## src/rtl/alu_iter_exec.sv

```systemverilog
// alu_iter_exec: execute-stage ALU driven by the 4-bit ALUControl code.
// Logic and arithmetic ops finish in one cycle. Shifts are iterative and
// move one bit per cycle, so the block needs no barrel shifter. Requests
// come in on a valid/ready handshake and results leave on a second one.
module alu_iter_exec #(
  parameter int WIDTH = 32,
  parameter int SHW   = 5
) (
  input  logic             clk,
  input  logic             reset_n,
  input  logic             in_valid,
  output logic             in_ready,
  input  logic [3:0]       alu_control,
  input  logic [WIDTH-1:0] src_a,
  input  logic [WIDTH-1:0] src_b,
  output logic             out_valid,
  input  logic             out_ready,
  output logic [WIDTH-1:0] result,
  output logic             zero,
  output logic             illegal
);

  typedef enum logic [1:0] {
    S_IDLE  = 2'd0,
    S_SHIFT = 2'd1,
    S_DONE  = 2'd2
  } state_t;

  localparam logic [3:0] OP_ADD  = 4'd0;
  localparam logic [3:0] OP_SUB  = 4'd1;
  localparam logic [3:0] OP_AND  = 4'd2;
  localparam logic [3:0] OP_OR   = 4'd3;
  localparam logic [3:0] OP_XOR  = 4'd4;
  localparam logic [3:0] OP_SLT  = 4'd5;
  localparam logic [3:0] OP_SRL  = 4'd6;
  localparam logic [3:0] OP_SRA  = 4'd7;
  localparam logic [3:0] OP_SLL  = 4'd8;
  localparam logic [3:0] OP_SLTU = 4'd9;

  state_t           state_r, state_nxt;
  logic [WIDTH-1:0] work_r, work_nxt;
  logic [SHW-1:0]   count_r, count_nxt;
  logic [3:0]       op_r, op_nxt;
  logic             illegal_r, illegal_nxt;
  logic             zero_r, zero_nxt;
  logic             in_ready_r, in_ready_nxt;
  logic             out_valid_r, out_valid_nxt;

  function automatic logic is_shift(input logic [3:0] op);
    case (op)
      OP_SRL, OP_SRA, OP_SLL: is_shift = 1'b1;
      default:                is_shift = 1'b0;
    endcase
  endfunction

  // Single-cycle ops; codes outside the table produce zero.
  function automatic logic [WIDTH-1:0] alu_compute(input logic [3:0] op,
                                                   input logic [WIDTH-1:0] a,
                                                   input logic [WIDTH-1:0] b);
    case (op)
      OP_ADD:  alu_compute = a + b;
      OP_SUB:  alu_compute = a - b;
      OP_AND:  alu_compute = a & b;
      OP_OR:   alu_compute = a | b;
      OP_XOR:  alu_compute = a ^ b;
      OP_SLT:  alu_compute = {{(WIDTH-1){1'b0}}, ($signed(a) < $signed(b))};
      OP_SLTU: alu_compute = {{(WIDTH-1){1'b0}}, (a < b)};
      default: alu_compute = {WIDTH{1'b0}};
    endcase
  endfunction

  // One bit of shift for the captured shift kind.
  function automatic logic [WIDTH-1:0] shift_step(input logic [3:0] op,
                                                  input logic [WIDTH-1:0] w);
    case (op)
      OP_SRL:  shift_step = {1'b0, w[WIDTH-1:1]};
      OP_SRA:  shift_step = {w[WIDTH-1], w[WIDTH-1:1]};
      OP_SLL:  shift_step = {w[WIDTH-2:0], 1'b0};
      default: shift_step = w;
    endcase
  endfunction

  // Next-state and datapath: the working register doubles as the result.
  always_comb begin
    state_nxt   = state_r;
    work_nxt    = work_r;
    count_nxt   = count_r;
    op_nxt      = op_r;
    illegal_nxt = illegal_r;
    case (state_r)
      S_IDLE: begin
        if (in_valid) begin
          op_nxt = alu_control;
          if (is_shift(alu_control)) begin
            illegal_nxt = 1'b0;
            work_nxt    = src_a;
            if (src_b[SHW-1:0] == {SHW{1'b0}}) begin
              state_nxt = S_DONE;
            end else begin
              count_nxt = src_b[SHW-1:0];
              state_nxt = S_SHIFT;
            end
          end else begin
            work_nxt    = alu_compute(alu_control, src_a, src_b);
            illegal_nxt = (alu_control >= 4'd10);
            state_nxt   = S_DONE;
          end
        end else begin
          state_nxt = S_IDLE;
        end
      end
      S_SHIFT: begin
        work_nxt  = shift_step(op_r, work_r);
        count_nxt = count_r - SHW'(1);
        if (count_r == SHW'(1)) begin
          state_nxt = S_DONE;
        end else begin
          state_nxt = S_SHIFT;
        end
      end
      S_DONE: begin
        if (out_ready) begin
          state_nxt = S_IDLE;
        end else begin
          state_nxt = S_DONE;
        end
      end
      default: begin
        state_nxt = S_IDLE;
      end
    endcase
    zero_nxt      = (work_nxt == {WIDTH{1'b0}});
    in_ready_nxt  = (state_nxt == S_IDLE);
    out_valid_nxt = (state_nxt == S_DONE);
  end

  // State and output registers; reset aborts any operation in flight.
  always_ff @(posedge clk or negedge reset_n) begin
    if (!reset_n) begin
      state_r     <= S_IDLE;
      work_r      <= {WIDTH{1'b0}};
      count_r     <= {SHW{1'b0}};
      op_r        <= 4'd0;
      illegal_r   <= 1'b0;
      zero_r      <= 1'b1;
      in_ready_r  <= 1'b1;
      out_valid_r <= 1'b0;
    end else begin
      state_r     <= state_nxt;
      work_r      <= work_nxt;
      count_r     <= count_nxt;
      op_r        <= op_nxt;
      illegal_r   <= illegal_nxt;
      zero_r      <= zero_nxt;
      in_ready_r  <= in_ready_nxt;
      out_valid_r <= out_valid_nxt;
    end
  end

  assign in_ready  = in_ready_r;
  assign out_valid = out_valid_r;
  assign result    = work_r;
  assign zero      = zero_r;
  assign illegal   = illegal_r;

endmodule
```

## config.mk

```make
export PLATFORM = sky130hd
export DESIGN_NAME = alu_iter_exec
export DESIGN_NICKNAME = d
export VERILOG_FILES = /design/src/rtl/alu_iter_exec.sv
export SDC_FILE = /design/constraint.sdc
export NUM_CORES = 1
export LEC_CHECK = 0
export ABC_CLOCK_PERIOD_IN_PS = 4000
export BUFFER_PORTS_ARGS = -buffer_cell sky130_fd_sc_hd__clkbuf_2
export CORE_MARGIN = 8
export CORE_UTILIZATION = 45
export CTS_BUF_LIST = sky130_fd_sc_hd__clkbuf_8
export CTS_CLUSTER_SIZE = 40
export DETAILED_ROUTE_END_ITERATION = 12
export PLACE_DENSITY = 0.68
export REMOVE_ABC_BUFFERS = 1
export SYNTH_ARGS = -nofsm -noshare
export SYNTH_HDL_FRONTEND = slang
export SYNTH_SLANG_ARGS = --single-unit
```

## constraint.sdc

```tcl
create_clock -name clk -period 4 [get_ports clk]
set_input_delay 0.4 -clock clk [delete_from_list [all_inputs] [get_ports clk]]
set_output_delay 0.4 -clock clk [all_outputs]
set_load 0.005 [all_outputs]
```

# Word-level counts from Yosys, hierarchy flattened
# Cells that the tools add are included.
# classes
reduce_logical	9
addsub	3
n_lt_le_gt_ge	3
mux	19
n_eq_ne	19
bitwise_logic	3
# ops
operator	count
32-bit one-hot mux with 7 select lines	1
32-bit one-hot mux with 3 select lines	1
32-bit less-than comparator	2
32-bit two-way mux	2
32-bit one-hot mux with 2 select lines	1
32-bit adder	1
32-bit bitwise AND	1
32-bit zero test	1
32-bit OR	1
32-bit subtractor	1
32-bit bitwise XOR	1
4-bit by 3-bit == test with 1-bit output (second input constant)	6
5-bit two-way mux	3
4-bit == test (second input constant)	3
2-bit two-way mux	5
5-bit one-hot mux with 2 select lines	1
4-bit by 2-bit == test with 1-bit output (second input constant)	2
2-bit inequality test (second input constant)	3
2-bit one-hot mux with 3 select lines	1
5-bit by 1-bit == test with 1-bit output (second input constant)	1
5-bit zero test	1
5-bit by 1-bit subtractor with 5-bit output (second input constant)	1
2-bit == test (second input constant)	2
4-bit by 1-bit == test with 1-bit output (second input constant)	1
other kinds (9)	13
# word_totals
word_cells	64
regBits	47
inputBits	72
output_inout_bits	36

# Longest topological paths before layout
# depth
ltp_word	9
ltp_mapped	14
depth_no_buf	14

# Worst setup path after synthesis
# No wires, ideal clock.
# synth_timing
path_kind	input port to flip-flop
startpoint	input port src_a[0]
endpoint	register zero_r, in the netlist zero
path_stages	13
t_arrival_ns	3.586
n_path_buf	0
slack_ns	0.324
setup_ns	0.090
required_ns	3.910
cell_sequence	ha_1 fa_1 a211o_1 a211oi_2 o41ai_1 a31oi_1 o21bai_1 o31ai_1 a21oi_1 o2bb2a_2 or3_1 or4b_1 nor4_2
# synth_via
elab_chain_len	6
elab_cells_between_ends	12
cone_classes	add/sub: 2; order compare: 2; mux: 4; bitwise: 3; reduce/logical: 1
# synth_rtl
item	line	source
start, declared	14	input logic [WIDTH-1:0] src_a,
32-bit subtractor or 32-bit adder (tied branches)	62, 61	
32-bit one-hot mux with 7 select lines *	60	case (op)
32-bit two-way mux *	94	if (is_shift(alu_control)) begin
32-bit two-way mux *	92	if (in_valid) begin
32-bit one-hot mux with 2 select lines *	90	case (state_r)
named net work_nxt[16]	41	logic [WIDTH-1:0] work_r, work_nxt;
32-bit zero test *	132	zero_nxt = (work_nxt == {WIDTH{1'b0}});
named net zero_nxt	45	logic zero_r, zero_nxt;
end signal, assigned	154	zero_r <= zero_nxt;
end, declared	45	
# Mark *: on every way through the listed nets, which the timed path passes. The rest lies on a longest branch.
# A chain may end at the register's enable or synchronous reset.

# Final worst setup path
# Same ends and word-level chain as after synthesis.

==> summary.md <==
| Metric | Value |
|---|---|
| TritonCTS clock tree | yes |
| Final Max Slew Viols | 0 |
| Drt total wl | 38.7 mm |
| Worst min-delay path class | in2async |
| Max layer used | met5 |
| Power per cell area | approximately 350 nW/um2 |
| Worst-case reg-to-reg path depth | 12 |
| CORE AREA | 19,300 um2 |
| Cell count after synthesis | 1,248 |
| Clock root buffer | clkbuf_8 |
| Routed length on met2 | 16.7 mm |
| Layout cells sized above 1 | approximately a fifth |
| Worst setup EP type | register |
| Placed instance area | 10,600 um2 |
| Nets | about 1,600 |
| Fill cells | just under 2,000 |
| RSZ-0062 raised after global routing | no |
| Sink Count | 47 |
| Final setup viols | 0 |
| Area leader, netlist | ha_1 |
| Most common cell in the netlist | nor2_1 |
| Number of synthesized register bits | 47 |
| Worst reg2reg startpoint | op_r[2] |
| DR iter-0 viols | 1,343 |
| Crit path launch type | primary input |
| Worst R2R End | zero |
| Slew margin rel. | 49.2% |
| Multi-input gate area | about 6900 um2 |
| Vias in the first global route | 10,100 |
| Max Fanout on Critical Path | 4 |
| EDFF count, synth | 0 |
| GR Overflow Total | 0 |
| Proportion of synthesized chip area in sequential cells | 13.4% |
| Initial antenna violation count | 1 |
| Fraction of registers with async set/reset | 100% |
| Status | finished clean |
| R2R Setup Slk | approximately 0.22 ns |
| # hold bufs at CTS | 0 |
| Die area | 24,200 um2 |
| Met3 wire length | about 4.3 mm |
| Worst VDD drop | 0.191 mV |
| Slowest Stage Delay on Critical Path | 0.42 ns |
| Die Ht | 156 um |
| Num rows | 51 |
| Die width | approximately 160 um |
| Worst path depth | 17 |
| Crit share post-route | around 95% |
| Clk slew on worst S/H paths | 0.10 ns |
| Detailed Routing Iterations Pass 1 | 6 |
| Crit path top cell by count | buf_4 |
| CTS buffer count | 5 |
| Count of cell types in the netlist | approximately 90 |
| Drt drc | 0 |
| Hold Vio Cnt, Final | 0 |
| Sequential Area | 1180 um2 |
| Design Area, Final | roughly 11,000 um2 |
| Crit path time final | 3.80 ns |
| Predominant post-synthesis flop cell | dfrtp_1 |
| Vias | about 11,000 |
| Fmax | about 0.26 GHz |
| Mapped Avg Cell Area | 7.03 um2 |
| Via density | 6.39 |
| Post-synth top cells | 127 x nor2_1, 115 x a21oi_1, 115 x ha_1, 107 x nand2_1, 90 x inv_1 |
| Least-Margin Pin Slew | 0.752 ns |
| Leakage | 5.05 nW |
| H-tree depth | 2 |
| WL per Instance | 22.5 um |
| Share of the synthesized area in the top cell type | around 16% |
| Setup TNS | 0 ns |
| Critical path class | in2reg |
| Slowest-stage cell, CP | or4_1 |
| Gp weighted congestion | 0.994 |
| DP Wirelength | 30.9 mm |
| Worst skew pair latency | 0.33 ns |
| Delay-heaviest family, CP | compound AO/OA/AOI/OAI gates |
| Total Routing Usage GR | 30.7% |
| IO buf count | about 110 |
| Synth Cell Area | around 8800 um2 |
| Initial Utilization | 45.4% |
| Worst Clk Skew | 0.0150 ns |
| Critical Path AT | a little over 4 ns |
| Max Cap Viol | 0 |
| Crit path to | zero |
| Antenna Cells | 0 |
| First-pass GRT wire length | 58.7 mm |
| Yosys warnings | 0 |
| Buf/Inv on CP | 4 |
| Pin count of the biggest net entering global routing | between 40 and 50 |
| Syn-to-layout area delta | 22.2% |
| Clk buf depth | 2 |
| Antenna-violating nets left | 0 |
| I/O Pins | approximately 110 |
| Critical Path RT | 4.24 ns |
| Worst Setup SP | src_a[0] |
| Wire length on met1 | between 15 and 20 mm |
| Synth area leaders | ha_1 16%, dfrtp_1 13%, a21oi_1 6.6% |
| Critical path, cell by cell | clkbuf_2 > ha_1 > fa_1 > a211o_1 > buf_4 > a21oi_1 > o21bai_1 > buf_4 > nand2_1 > o211ai_1 > a221oi_1 > o21ai_0 > or4_1 > nor4_1 > buf_4 > nand4b_1 > nor4_2 |
registers in the layout (all words and copies together) (netlist names):
| name | count |
|---|---|
| in_ready | 1 |
| illegal | 1 |
| result | 32 |
| count_r | 5 |
| op_r | 4 |
| zero | 1 |
| out_valid | 1 |
| state_r | 2 |
report_power, final:
group	internal (mW)	switching (mW)	leakage (nW)	total, mW
combinational	1.00	1.53	4.40	2.53
clock	0.137	0.178	0.0524	0.315
sequential	0.671	0.281	0.597	0.952
total	1.81	1.99	5.05	3.80
through the flow:
| step | hold slack [ns] | power, mW | util [%] | worst slack [ns] | cells |
|---|---|---|---|---|---|
| finish | 0.165 | 3.80 | 55.5 | 0.204 | 1716 |
| global route | 0.212 | 4.04 | 55.5 | 0.0118 | 1716 |
| detailed placement | 0.474 | 3.40 | 55.0 | -0.0739 | 1708 |
| floorplan | 0.104 | 2.26 | - | -0.0686 | 1169 |
| global placement | 0.464 | 3.39 | 55.0 | 0.0139 | 1708 |
| CTS | 0.187 | 3.72 | 55.4 | 0.248 | 1716 |
what timing repair did:
| item | CTS | global route |
|---|---|---|
| setup endpoints to repair | 0 | 1 |
| resized for setup | 0 | 2 |
| setup buffers | 0 | 0 |
cell families after synthesis:
group,after synthesis,share of synthesized area [%]
buffers and inverters,175,7.74
DFF,47,13.4
adders and majority gates,117,16.8
AOI/OAI and AO/OA,473,36.7
muxes,7,0.798
and+or+nand+nor,412,22.8
xor gates and xnor gates,17,1.70
layer usage:
layer	GRT usage [%]	vias to the layer above
met5	0	-
met3	5.73	93
met4	9.84	2
li1	-	5055
met2	47.2	676
met1	42.5	5147
placed cells by master (no fill, tap or decap), types with 9 or more instances in the layout:
| cell type | instances |
|---|---|
| o21ai_0 | 79 |
| nor2b_1 | 16 |
| nand4_1 | 15 |
| clkbuf_2 | 107 |
| o211ai_1 | 15 |
| nor2_1 | 127 |
| nor4_1 | 19 |
| o31ai_1 | 19 |
| o21bai_1 | 10 |
| a31oi_1 | 20 |
| dfrtp_1 | 45 |
| ha_1 | 115 |
| a21o_1 | 20 |
| o22ai_1 | 9 |
| buf_4 | 165 |
| nand2b_1 | 9 |
| nand3_1 | 28 |
| a211oi_1 | 17 |
| nor3_1 | 29 |
| a221oi_1 | 24 |
| inv_1 | 91 |
| a22oi_1 | 25 |
| nand2_1 | 107 |
| xnor2_1 | 14 |
| o21ai_1 | 11 |
| o221ai_1 | 19 |
| a21oi_1 | 114 |
worst min-delay path by stage:
| stage | start | end | slack (ns) |
|---|---|---|---|
| 6_report | reset_n | op_r[2] | 0.17 |
| 3_3_place_gp | illegal | illegal | 0.46 |
| 5_1_grt | reset_n | count_r[3] | 0.21 |
| 3_5_place_dp | illegal | illegal | 0.47 |
| 2_1_floorplan | reset_n | count_r[0] | 0.10 |
| 4_1_cts | reset_n | count_r[3] | 0.19 |
layout make-up:
class	count	area share, %
clock inverters	2	0.0817
multi-input cells	1026	64.8
flip-flops and latches	47	11.0
clock buffers	6	0.770
inverters	96	3.36
repair buffers	274	16.9
well taps	265	3.09
(Power assumes the default switching activity.)
